==> config.mk <==
export PLATFORM = sky130hd
export DESIGN_NAME = wti_snoop_controller
export DESIGN_NICKNAME = d
export VERILOG_FILES = /design/src/rtl/snoop_bus.sv /design/src/rtl/states.sv /design/src/rtl/wti_flush_unit.sv /design/src/rtl/wti_snoop_controller.sv
export SDC_FILE = /design/constraint.sdc
export NUM_CORES = 1
export LEC_CHECK = 0
export CAP_MARGIN = 20
export CORE_ASPECT_RATIO = 1.4
export CORE_MARGIN = 2
export CORE_UTILIZATION = 36
export CTS_CLUSTER_DIAMETER = 100
export DETAILED_ROUTE_END_ITERATION = 12
export GPL_ROUTABILITY_DRIVEN = 0
export PLACE_DENSITY_LB_ADDON = 0.05
export SYNTH_ARGS = -nofsm -noshare
export SYNTH_HDL_FRONTEND = slang
export SYNTH_SLANG_ARGS = --single-unit
==> constraint.sdc <==
create_clock -name clock -period 2.93 [get_ports clock]
set_input_delay 0.586 -clock clock [delete_from_list [all_inputs] [get_ports clock]]
set_output_delay 0.586 -clock clock [all_outputs]
set_load 0.05 [all_outputs]
==> src/rtl/snoop_bus.sv <==
`default_nettype none
// ============================================================================
// snoop_bus: bus commands, snoop FSM states and address field helpers.
// Revision: 1.0
// ============================================================================
package snoop_bus;

  typedef enum logic [1:0] {
    BUS_READ       = 2'd0,
    BUS_WRITE      = 2'd1,
    BUS_INVALIDATE = 2'd2
  } bus_cmd_t;

  typedef enum logic [2:0] {
    IDLE       = 3'd0,
    LOOKUP     = 3'd1,
    FLUSH_READ = 3'd2,
    FLUSH_SEND = 3'd3,
    UPDATE     = 3'd4,
    RESPOND    = 3'd5,
    RELEASE    = 3'd6
  } snoop_state_t;

  // Callers zero-extend the address to 64 bits and cast the result down.
  function automatic logic [63:0] addr_tag(logic [63:0] addr, int unsigned ow, int unsigned iw);
    return addr >> (ow + iw);
  endfunction

  function automatic logic [63:0] addr_index(logic [63:0] addr, int unsigned ow, int unsigned iw);
    return (addr >> ow) & ((64'd1 << iw) - 64'd1);
  endfunction

  function automatic logic [63:0] addr_offset(logic [63:0] addr, int unsigned ow);
    return addr & ((64'd1 << ow) - 64'd1);
  endfunction

endpackage
`default_nettype wire

==> src/rtl/states.sv <==
`default_nettype none
// ============================================================================
// states: per-line coherence state encoding shared by CPU and snoop sides.
// Revision: 1.0
// ============================================================================
package states;

  typedef enum logic [1:0] {
    INVALID = 2'd0,
    VALID   = 2'd1,
    DIRTY   = 2'd2
  } line_state_t;

endpackage
`default_nettype wire

==> src/rtl/wti_flush_unit.sv <==
`default_nettype none
// ============================================================================
// wti_flush_unit: word counter and read/offer sequencing for a DIRTY flush.
// Revision: 1.0
// ============================================================================
module wti_flush_unit #(
  parameter int ADDRESS_WIDTH = 16,
  parameter int INDEX_WIDTH   = 4,
  parameter int OFFSET_WIDTH  = 2,
  parameter int DATA_WIDTH    = 32,
  localparam int TAG_WIDTH    = ADDRESS_WIDTH - INDEX_WIDTH - OFFSET_WIDTH
) (
  input  logic                            clock,
  input  logic                            reset,
  input  logic                            start,
  input  logic                            read_phase,
  input  logic                            send_phase,
  input  logic [TAG_WIDTH-1:0]            tag,
  input  logic [INDEX_WIDTH-1:0]          index,
  input  logic [DATA_WIDTH-1:0]           dataIn,
  input  logic                            flushReady,
  output logic                            dataReadEnable,
  output logic [INDEX_WIDTH+OFFSET_WIDTH-1:0] dataAddress,
  output logic                            flushValid,
  output logic [ADDRESS_WIDTH-1:0]        flushAddress,
  output logic [DATA_WIDTH-1:0]           flushData,
  output logic                            done
);

  logic [OFFSET_WIDTH-1:0] word;
  logic                    first_send;
  logic [DATA_WIDTH-1:0]   held_data;
  logic                    last_word;

  assign last_word = &word;

  always_ff @(posedge clock or posedge reset) begin
    if (reset) begin
      word       <= '0;
      first_send <= 1'b0;
      held_data  <= '0;
    end else begin
      first_send <= read_phase;
      if (first_send) held_data <= dataIn;
      if (start) begin
        word <= '0;
      end else if (send_phase && flushReady && !last_word) begin
        word <= word + OFFSET_WIDTH'(1);
      end
    end
  end

  // RAM data is only valid in the first offer cycle; afterwards the held copy keeps it stable.
  always_comb begin
    dataReadEnable = read_phase;
    dataAddress    = read_phase ? {index, word} : '0;
    flushValid     = send_phase;
    flushAddress   = send_phase ? {tag, index, word} : '0;
    flushData      = send_phase ? (first_send ? dataIn : held_data) : '0;
    done           = send_phase && flushReady && last_word;
  end

endmodule
`default_nettype wire

==> src/rtl/wti_snoop_controller.sv <==
`default_nettype none
// ============================================================================
// wti_snoop_controller: snoops foreign bus transactions, flushes/updates lines.
// Revision: 1.0
// ============================================================================
module wti_snoop_controller
  import states::*;
  import snoop_bus::*;
#(
  parameter int ADDRESS_WIDTH = 16,
  parameter int INDEX_WIDTH   = 4,
  parameter int OFFSET_WIDTH  = 2,
  parameter int DATA_WIDTH    = 32,
  localparam int TAG_WIDTH    = ADDRESS_WIDTH - INDEX_WIDTH - OFFSET_WIDTH
) (
  input  logic                                clock,
  input  logic                                reset,
  input  logic                                busValid,
  input  logic                                busIsOwn,
  input  logic [1:0]                          busCommand,
  input  logic [ADDRESS_WIDTH-1:0]            busAddress,
  output logic                                snoopDone,
  output logic                                snoopHit,
  output logic                                snoopFlushed,
  output logic                                tagReadEnable,
  output logic [INDEX_WIDTH-1:0]              tagIndex,
  input  logic [TAG_WIDTH-1:0]                tagIn,
  input  logic [1:0]                          stateRead,
  output logic                                stateWriteEnable,
  output logic [1:0]                          stateWrite,
  output logic                                dataReadEnable,
  output logic [INDEX_WIDTH+OFFSET_WIDTH-1:0] dataAddress,
  input  logic [DATA_WIDTH-1:0]               dataIn,
  output logic                                flushValid,
  output logic [ADDRESS_WIDTH-1:0]            flushAddress,
  output logic [DATA_WIDTH-1:0]               flushData,
  input  logic                                flushReady
);

  snoop_state_t         state, next_state;
  logic [TAG_WIDTH-1:0] tag_q;
  logic [INDEX_WIDTH-1:0] index_q;
  bus_cmd_t             cmd_q;
  logic                 hit_q, flushed_q;
  line_state_t          new_state_q;
  logic [TAG_WIDTH-1:0] bus_tag;
  logic [INDEX_WIDTH-1:0] bus_index;
  logic                 lookup_hit, tag_read, flush_start, flush_done;

  assign bus_tag    = TAG_WIDTH'(addr_tag(64'(busAddress), OFFSET_WIDTH, INDEX_WIDTH));
  assign bus_index  = INDEX_WIDTH'(addr_index(64'(busAddress), OFFSET_WIDTH, INDEX_WIDTH));
  assign lookup_hit = (stateRead != INVALID) && (tagIn == tag_q);
  // Gated by reset so a bus request held across reset cannot leak a read strobe.
  assign tag_read   = (state == IDLE) && busValid && !busIsOwn && !reset;
  assign flush_start = (state == LOOKUP) && (next_state == FLUSH_READ);

  always_ff @(posedge clock or posedge reset) begin
    if (reset) state <= IDLE;
    else       state <= next_state;
  end

  always_comb begin
    next_state       = state;
    tagReadEnable    = tag_read;
    tagIndex         = (state == IDLE) ? (tag_read ? bus_index : '0) : index_q;
    stateWriteEnable = (state == UPDATE);
    stateWrite       = (state == UPDATE) ? new_state_q : INVALID;
    snoopDone        = (state == RESPOND);
    snoopHit         = (state == RESPOND) && hit_q;
    snoopFlushed     = (state == RESPOND) && flushed_q;
    case (state)
      IDLE:       if (busValid) next_state = busIsOwn ? RESPOND : LOOKUP;
      LOOKUP: begin
        if (!lookup_hit)                next_state = RESPOND;
        else if (stateRead == DIRTY)    next_state = FLUSH_READ;
        else if (cmd_q == BUS_READ)     next_state = RESPOND;
        else                            next_state = UPDATE;
      end
      FLUSH_READ: next_state = FLUSH_SEND;
      FLUSH_SEND: begin
        if (flush_done)      next_state = UPDATE;
        else if (flushReady) next_state = FLUSH_READ;
      end
      UPDATE:     next_state = RESPOND;
      RESPOND:    next_state = RELEASE;
      RELEASE:    if (!busValid) next_state = IDLE;
      default:    next_state = IDLE;
    endcase
  end

  always_ff @(posedge clock or posedge reset) begin
    if (reset) begin
      tag_q       <= '0;
      index_q     <= '0;
      cmd_q       <= BUS_READ;
      hit_q       <= 1'b0;
      flushed_q   <= 1'b0;
      new_state_q <= INVALID;
    end else if (state == IDLE && busValid) begin
      tag_q     <= bus_tag;
      index_q   <= bus_index;
      cmd_q     <= bus_cmd_t'(busCommand);
      hit_q     <= 1'b0;
      flushed_q <= 1'b0;
    end else if (state == LOOKUP) begin
      hit_q       <= lookup_hit;
      flushed_q   <= lookup_hit && (stateRead == DIRTY);
      // A flushed line stays readable by us only if the foreign access was a read.
      new_state_q <= (lookup_hit && stateRead == DIRTY && cmd_q == BUS_READ) ? VALID : INVALID;
    end
  end

  wti_flush_unit #(
    .ADDRESS_WIDTH (ADDRESS_WIDTH),
    .INDEX_WIDTH   (INDEX_WIDTH),
    .OFFSET_WIDTH  (OFFSET_WIDTH),
    .DATA_WIDTH    (DATA_WIDTH)
  ) u_flush (
    .clock          (clock),
    .reset          (reset),
    .start          (flush_start),
    .read_phase     (state == FLUSH_READ),
    .send_phase     (state == FLUSH_SEND),
    .tag            (tag_q),
    .index          (index_q),
    .dataIn         (dataIn),
    .flushReady     (flushReady),
    .dataReadEnable (dataReadEnable),
    .dataAddress    (dataAddress),
    .flushValid     (flushValid),
    .flushAddress   (flushAddress),
    .flushData      (flushData),
    .done           (flush_done)
  );

endmodule
`default_nettype wire

==> flow_metrics.env, run 1 <==
export IMPL_p_comb_share_pct=58.7
export IMPL_fin_total_pwr_mw=5.09
export IMPL_core_region_area_mm2=0.00765
export IMPL_placed_area_mm2=0.00479
export IMPL_ant_nets=0
export IMPL_finalCritPeriodShare_pct=94.1
export IMPL_worstReg2RegEnd="new_state_q[0]"
export IMPL_worst_pin_slew_ps=565
export IMPL_cp_start_kind="flop"
export IMPL_layout_common_cells="clkdlybuf4s50_1, dfrtp_1, buf_12"
export IMPL_holdCritStartpoint="new_state_q[0]"
export IMPL_syn_to_final_growth_pct=77.8
export IMPL_clock_path_buffers=2
export IMPL_routed_via_density=4.68
export IMPL_drcViolationCount=0
export IMPL_vias=2241
export IMPL_cp_data_required_time_ps=2340
export IMPL_postLayoutCellArea_mm2=0.00498
export IMPL_crit_path_max_fanout=9
export IMPL_post_cts_buffers=0
export IMPL_clock_power_share_pct=14.4
export IMPL_clk_pin_slew_ps=60
export IMPL_power_density_mw_per_mm2=1020
export IMPL_drv_cap=0
export IMPL_die_x_um=78.5
export IMPL_synth_seq_cells=57
export IMPL_row_count=38
export IMPL_grt_start_max_net_pins=49
export IMPL_synth_main_ff_cell="dfrtp_1"
export IMPL_clock_skew_ps=6.85
export IMPL_layout_commonest_cell="clkdlybuf4s50_1"
export IMPL_internal_power_mw=3.06
export IMPL_path_class="reg -> out"
export IMPL_htreeDepth=3
export IMPL_use_met2_pct=32.1
export IMPL_fin_setup_tns_ps=0
export IMPL_die_h_um=108
export IMPL_hold_path_depth=2
export IMPL_yosys_warnings=0
export IMPL_dp_hpwl_um=5370
export IMPL_seq_power_share_pct=26.9
export IMPL_synth_edf_count=0
export IMPL_cts_buffers=9
export IMPL_use_met1_pct=20.5
export IMPL_instances_no_fill=479
export IMPL_grtUsageMet3_pct=5.43
export IMPL_grt_usage_pct=18.3
export IMPL_worstSkewPairLatency_ps=330
export IMPL_antenna_found_initial=0
export IMPL_swShare_pct=40.0
export IMPL_avgSynthCellArea_um2=11.6
export IMPL_place_ws_ps=156
export IMPL_holdPathEnd="new_state_q[0]"
export IMPL_ir_drop_uv=580
export IMPL_cts_tree="built"
export IMPL_initial_utilization_pct=36.6
export IMPL_syn_instance_count=241
export IMPL_synthArstFlopShare_pct=100
export IMPL_overflow=0
export IMPL_period_needed_ps=2760
export IMPL_synth_sequential_area_ratio_pct=50.9
export IMPL_finalMaxSlewViolations=0
export IMPL_drt_iter0_drc=62
export IMPL_netlist_area_mm2=0.00280
export IMPL_fin_nets=443
export IMPL_cts_hold_buf=0
export IMPL_antenna_cells=0
export IMPL_reg2reg_setup_slack_ps=780
export IMPL_max_freq_mhz=363
export IMPL_critPathArrivalTime_ps=2170
export IMPL_synthDistinctLibCells=37
export IMPL_synth_top_area_share_pct=50.9
export IMPL_port_buffers=130
export IMPL_cts_root_buf="clkbuf_8"
export IMPL_dp_cells=464
export IMPL_hold_ws_ps=486
export IMPL_totalWireLength_um=7320
export IMPL_p_leak_nw=2.08
export IMPL_hold_path_class="reg -> reg"
export IMPL_final_util_pct=65.0
export IMPL_busiest_layer="met2"
export IMPL_relSlewSlack_pct=62.3
export IMPL_ys_top_cells_by_area="dfrtp_1, mux2_2, nor2b_1"
export IMPL_rsz0062_at_grt="false"
export IMPL_synth_area_leader_cell="dfrtp_1"
export IMPL_p_sw_mw=2.04
export IMPL_ff2ff_path_depth=5
export IMPL_io_pins=134
export IMPL_setup_viol=0
export IMPL_finalHoldViolations=0
export IMPL_grt_pass1_wl_um=11800
export IMPL_drtPass1Iterations=4
export IMPL_worst_slack_ps=174
export IMPL_rr_startpoint="tag_q[2]"
export IMPL_worstSetupEndpointType="output port"
export IMPL_syn_nets=309
export IMPL_dieArea_mm2=0.00851
export IMPL_numClockSinks=57
export IMPL_wire_per_inst_um=15.3
export IMPL_grt_pass1_vias=2411
export IMPL_drive_gt1_share_pct=34.6
export IMPL_outcome="finished, final reports clean"
power groups by stage:
stage | clock network, mW | registers [mW] | logic (mW)
3_3_place_gp | 0 | 1.36 | 2.99
6_report | 0.733 | 1.37 | 2.99
4_1_cts | 0.760 | 1.38 | 3.03
5_1_grt | 0.797 | 1.42 | 3.17
3_5_place_dp | 0 | 1.39 | 3.04
2_1_floorplan | 0 | 1.31 | 1.83
sequential cells by signal, indices dropped and copies added (netlist names):
signal and count:
index_q 4, u_flush.held_data 32, u_flush.word 2, hit_q 1, state 3, tag_q 10, u_flush.first_send 1, flushed_q 1
cmd_q 2, new_state_q 1
layout make-up:
| class | instances | area [um^2] |
|---|---|---|
| inverters | 5 | 18.8 |
| clock buffers | 12 | 155 |
| multi-input cells | 166 | 1320 |
| well taps | 100 | 125 |
| clock inverters | 3 | 40.0 |
| flip-flops and latches | 57 | 1430 |
| fillers | 626 | 2680 |
| repair buffers | 136 | 1890 |
metal layers:
metal | up-vias | wire length [um] | share of wire (%)
li1 | 1081 | - | -
met1 | 1073 | 2870 | 39
met2 | 78 | 3920 | 54
met3 | 9 | 384 | 5.2
met4 | 0 | 146 | 2.0
met5 | - | 0 | 0
synth_stat cells, types with 3 or more instances:
cell       n
dfrtp_1   57
mux2_2    47
buf_1      3
xnor2_1    7
inv_1      5
nor2b_1   34
o22ai_1    3
clkbuf_1   8
and2_1    22
nor2_1     4
nand2_1    9
xor2_1     3
a21oi_1    5
a22o_1     4
o21ai_0    4
critical path: stages (launching register included):
cell and delay (ps):
dfrtp_1 480, nor2b_1 310, nor2b_1 210, clkdlybuf4s50_1 840
worst max path at each step:
stage          startpoint               end  slack (ps)  depth (start not counted)
2_1_floorplan    state[2]       tagIndex[0]         170                          5
3_3_place_gp     tagIn[2]    new_state_q[0]         200                          6
4_1_cts          state[1]    dataReadEnable          80                          3
3_5_place_dp     tagIn[2]    new_state_q[0]         160                          6
5_1_grt          state[2]  stateWriteEnable          50                          3
6_report         state[2]  stateWriteEnable         170                          3
cell families after synthesis:
family                     count (synthesis)  synth area share (%)
AOI/OAI and AO/OA                         22                  5.59
xor gates and xnor gates                  10                  3.13
adders and majority gates                  1                 0.447
buffers and inverters                     18                  2.59
DFF                                       57                  50.9
muxes                                     48                  19.3
other                                      1                 0.134
and+or+nand+nor                           84                  17.9
repair_timing:
item | in CTS | in global routing
endpoints found under the setup margin | 6 | 1
cloned | 0 | 0
gates resized for setup | 6 | 1
(Power assumes the default switching activity.)
==> run 2, diff against run 1 <==
- clock period: 2.93 -> 3.1 ns (I/O delays scaled with it)
==> run 2 against run 1 <==
Against the previous run:
- sequential share of layout area increased by 0.30 points
- critical endpoint is now stateWrite[0]
- clock power is 15% lower
- routed wire length fell by 4.7%
- combinational power decreased by 6.7%
- first-iteration DRC count rose by 53%
- register-to-register slack better by 170 ps
- sequential power down 5%
- sequential cell count unchanged
==> flow_metrics.env, run 2 (synthesized netlist as in run 1, its figures left out) <==
export IMPL_hold_ws_ps=472
export IMPL_dp_cells=464
export IMPL_drive_gt1_share_pct=35.3
export IMPL_crit_path_max_fanout=9
export IMPL_routed_via_density=4.77
export IMPL_worstSetupEndpointType="output port"
export IMPL_ant_nets=0
export IMPL_path_class="reg -> out"
export IMPL_fin_nets=443
export IMPL_cp_cell_sequence="nor2b_1, nor2b_1, and2_1, clkdlybuf4s50_1"
export IMPL_die_h_um=108
export IMPL_cts_hold_buf=0
export IMPL_postLayoutCellArea_mm2=0.00493
export IMPL_setup_viol=0
export IMPL_layout_commonest_cell="clkdlybuf4s50_1"
export IMPL_clock_skew_ps=4.61
export IMPL_instances_no_fill=477
export IMPL_grt_usage_pct=17.7
export IMPL_finalMaxSlewViolations=0
export IMPL_fin_total_pwr_mw=4.71
export IMPL_reg2reg_setup_slack_ps=950
export IMPL_io_pins=134
export IMPL_overflow=0
export IMPL_clock_path_buffers=2
export IMPL_relSlewSlack_pct=62.6
export IMPL_p_leak_nw=2.02
export IMPL_finalHoldViolations=0
export IMPL_path_common_cell="nor2b_1"
export IMPL_die_x_um=78.5
export IMPL_largest_register_ffs=32
export IMPL_critPathMaxStageDelay_ps=820
export IMPL_wire_per_inst_um=14.6
export IMPL_row_count=38
export IMPL_ir_drop_uv=556
export IMPL_numClockSinks=57
export IMPL_initial_utilization_pct=36.6
export IMPL_post_cts_buffers=0
export IMPL_drcViolationCount=0
export IMPL_grt_pass1_vias=2369
export IMPL_max_freq_mhz=345
export IMPL_ff2ff_path_depth=4
export IMPL_grt_start_max_net_pins=35
export IMPL_syn_to_final_growth_pct=76.0
export IMPL_dp_hpwl_um=5190
export IMPL_dieArea_mm2=0.00851
export IMPL_cts_root_buf="clkbuf_8"
export IMPL_cp_start_kind="flop"
export IMPL_worstSkewPairLatency_ps=340
export IMPL_crit_slowest_cell="clkdlybuf4s50_1"
export IMPL_cp_data_required_time_ps=2480
export IMPL_port_buffers=130
export IMPL_power_density_mw_per_mm2=957
export IMPL_finalCritPeriodShare_pct=93.5
export IMPL_outcome="finished, final reports clean"
export IMPL_totalWireLength_um=6980
export IMPL_final_util_pct=64.4
export IMPL_place_ws_ps=313
export IMPL_vias=2277
export IMPL_core_region_area_mm2=0.00765
export IMPL_drt_iter0_drc=95
export IMPL_clk_pin_slew_ps=60
export IMPL_layout_common_cells="clkdlybuf4s50_1, dfrtp_1, buf_12"
export IMPL_hold_path_depth=2
export IMPL_worst_pin_slew_ps=561
export IMPL_drtPass1Iterations=4
export IMPL_regMostFlops="u_flush.held_data"
export IMPL_htreeDepth=3
export IMPL_drv_cap=0
export IMPL_rsz0062_at_grt="false"
export IMPL_worst_slack_ps=201
export IMPL_fin_setup_tns_ps=0
export IMPL_hold_path_class="reg -> reg"
export IMPL_cts_tree="built"
export IMPL_cts_buffers=9
export IMPL_period_needed_ps=2900
export IMPL_critPathArrivalTime_ps=2280
export IMPL_antenna_cells=0
export IMPL_cts_resized=0
export IMPL_grt_pass1_wl_um=11500
export IMPL_antenna_found_initial=0
export IMPL_reg_top3="u_flush.held_data x32, tag_q x10, index_q x4"
export IMPL_placed_area_mm2=0.00476
==> run 2: changes by cell type in the layout (fill, tap and decap cells not counted), moves of 2 or more <==
cell             delta
buf_4               +6
clkinv_2            -2
clkdlybuf4s50_1     +2
dlygate4sd2_1       -6
==> run 2: area by class of cell <==
class	count	area, um^2
Clock buffer	13	169
Fill cell	612	2730
Inverter	5	18.8
Sequential cell	57	1430
Timing Repair Buffer	136	1870
Multi-Input combinational cell	166	1320
Tap cell	100	125
==> run 2: worst paths after layout <==
check,start,endpoint
min reg2reg,new_state_q[0],new_state_q[0]
max reg2reg,state[0],cmd_q[0]
min,new_state_q[0],new_state_q[0]
max,state[2],stateWrite[0]
min in group asynchronous,reset,u_flush.held_data[1]
max in group asynchronous,reset,tag_q[6]
==> run 2: layer usage <==
layer | vias to the layer above | GRT usage (%) | part of all wire, %
met2 | 83 | 29.6 | 52
met5 | - | 0 | 0
li1 | 1078 | - | -
met3 | 11 | 5.01 | 6.5
met4 | 0 | 9.40 | 2.4
met1 | 1105 | 20.4 | 39
==> run 2: report_power, final <==
part           switching, mW  internal, mW
clock network          0.279         0.343
logic                   1.42          1.37
registers              0.194          1.11
total                   1.89          2.82
==> run 2: worst max-delay path, delay by kind of cell (launching register included) <==
kind / cells / cell delay [ps]
flip-flops: 1 / 470
buffers and inverters: 1 / 820
AND/OR/NAND/NOR: 3 / 660
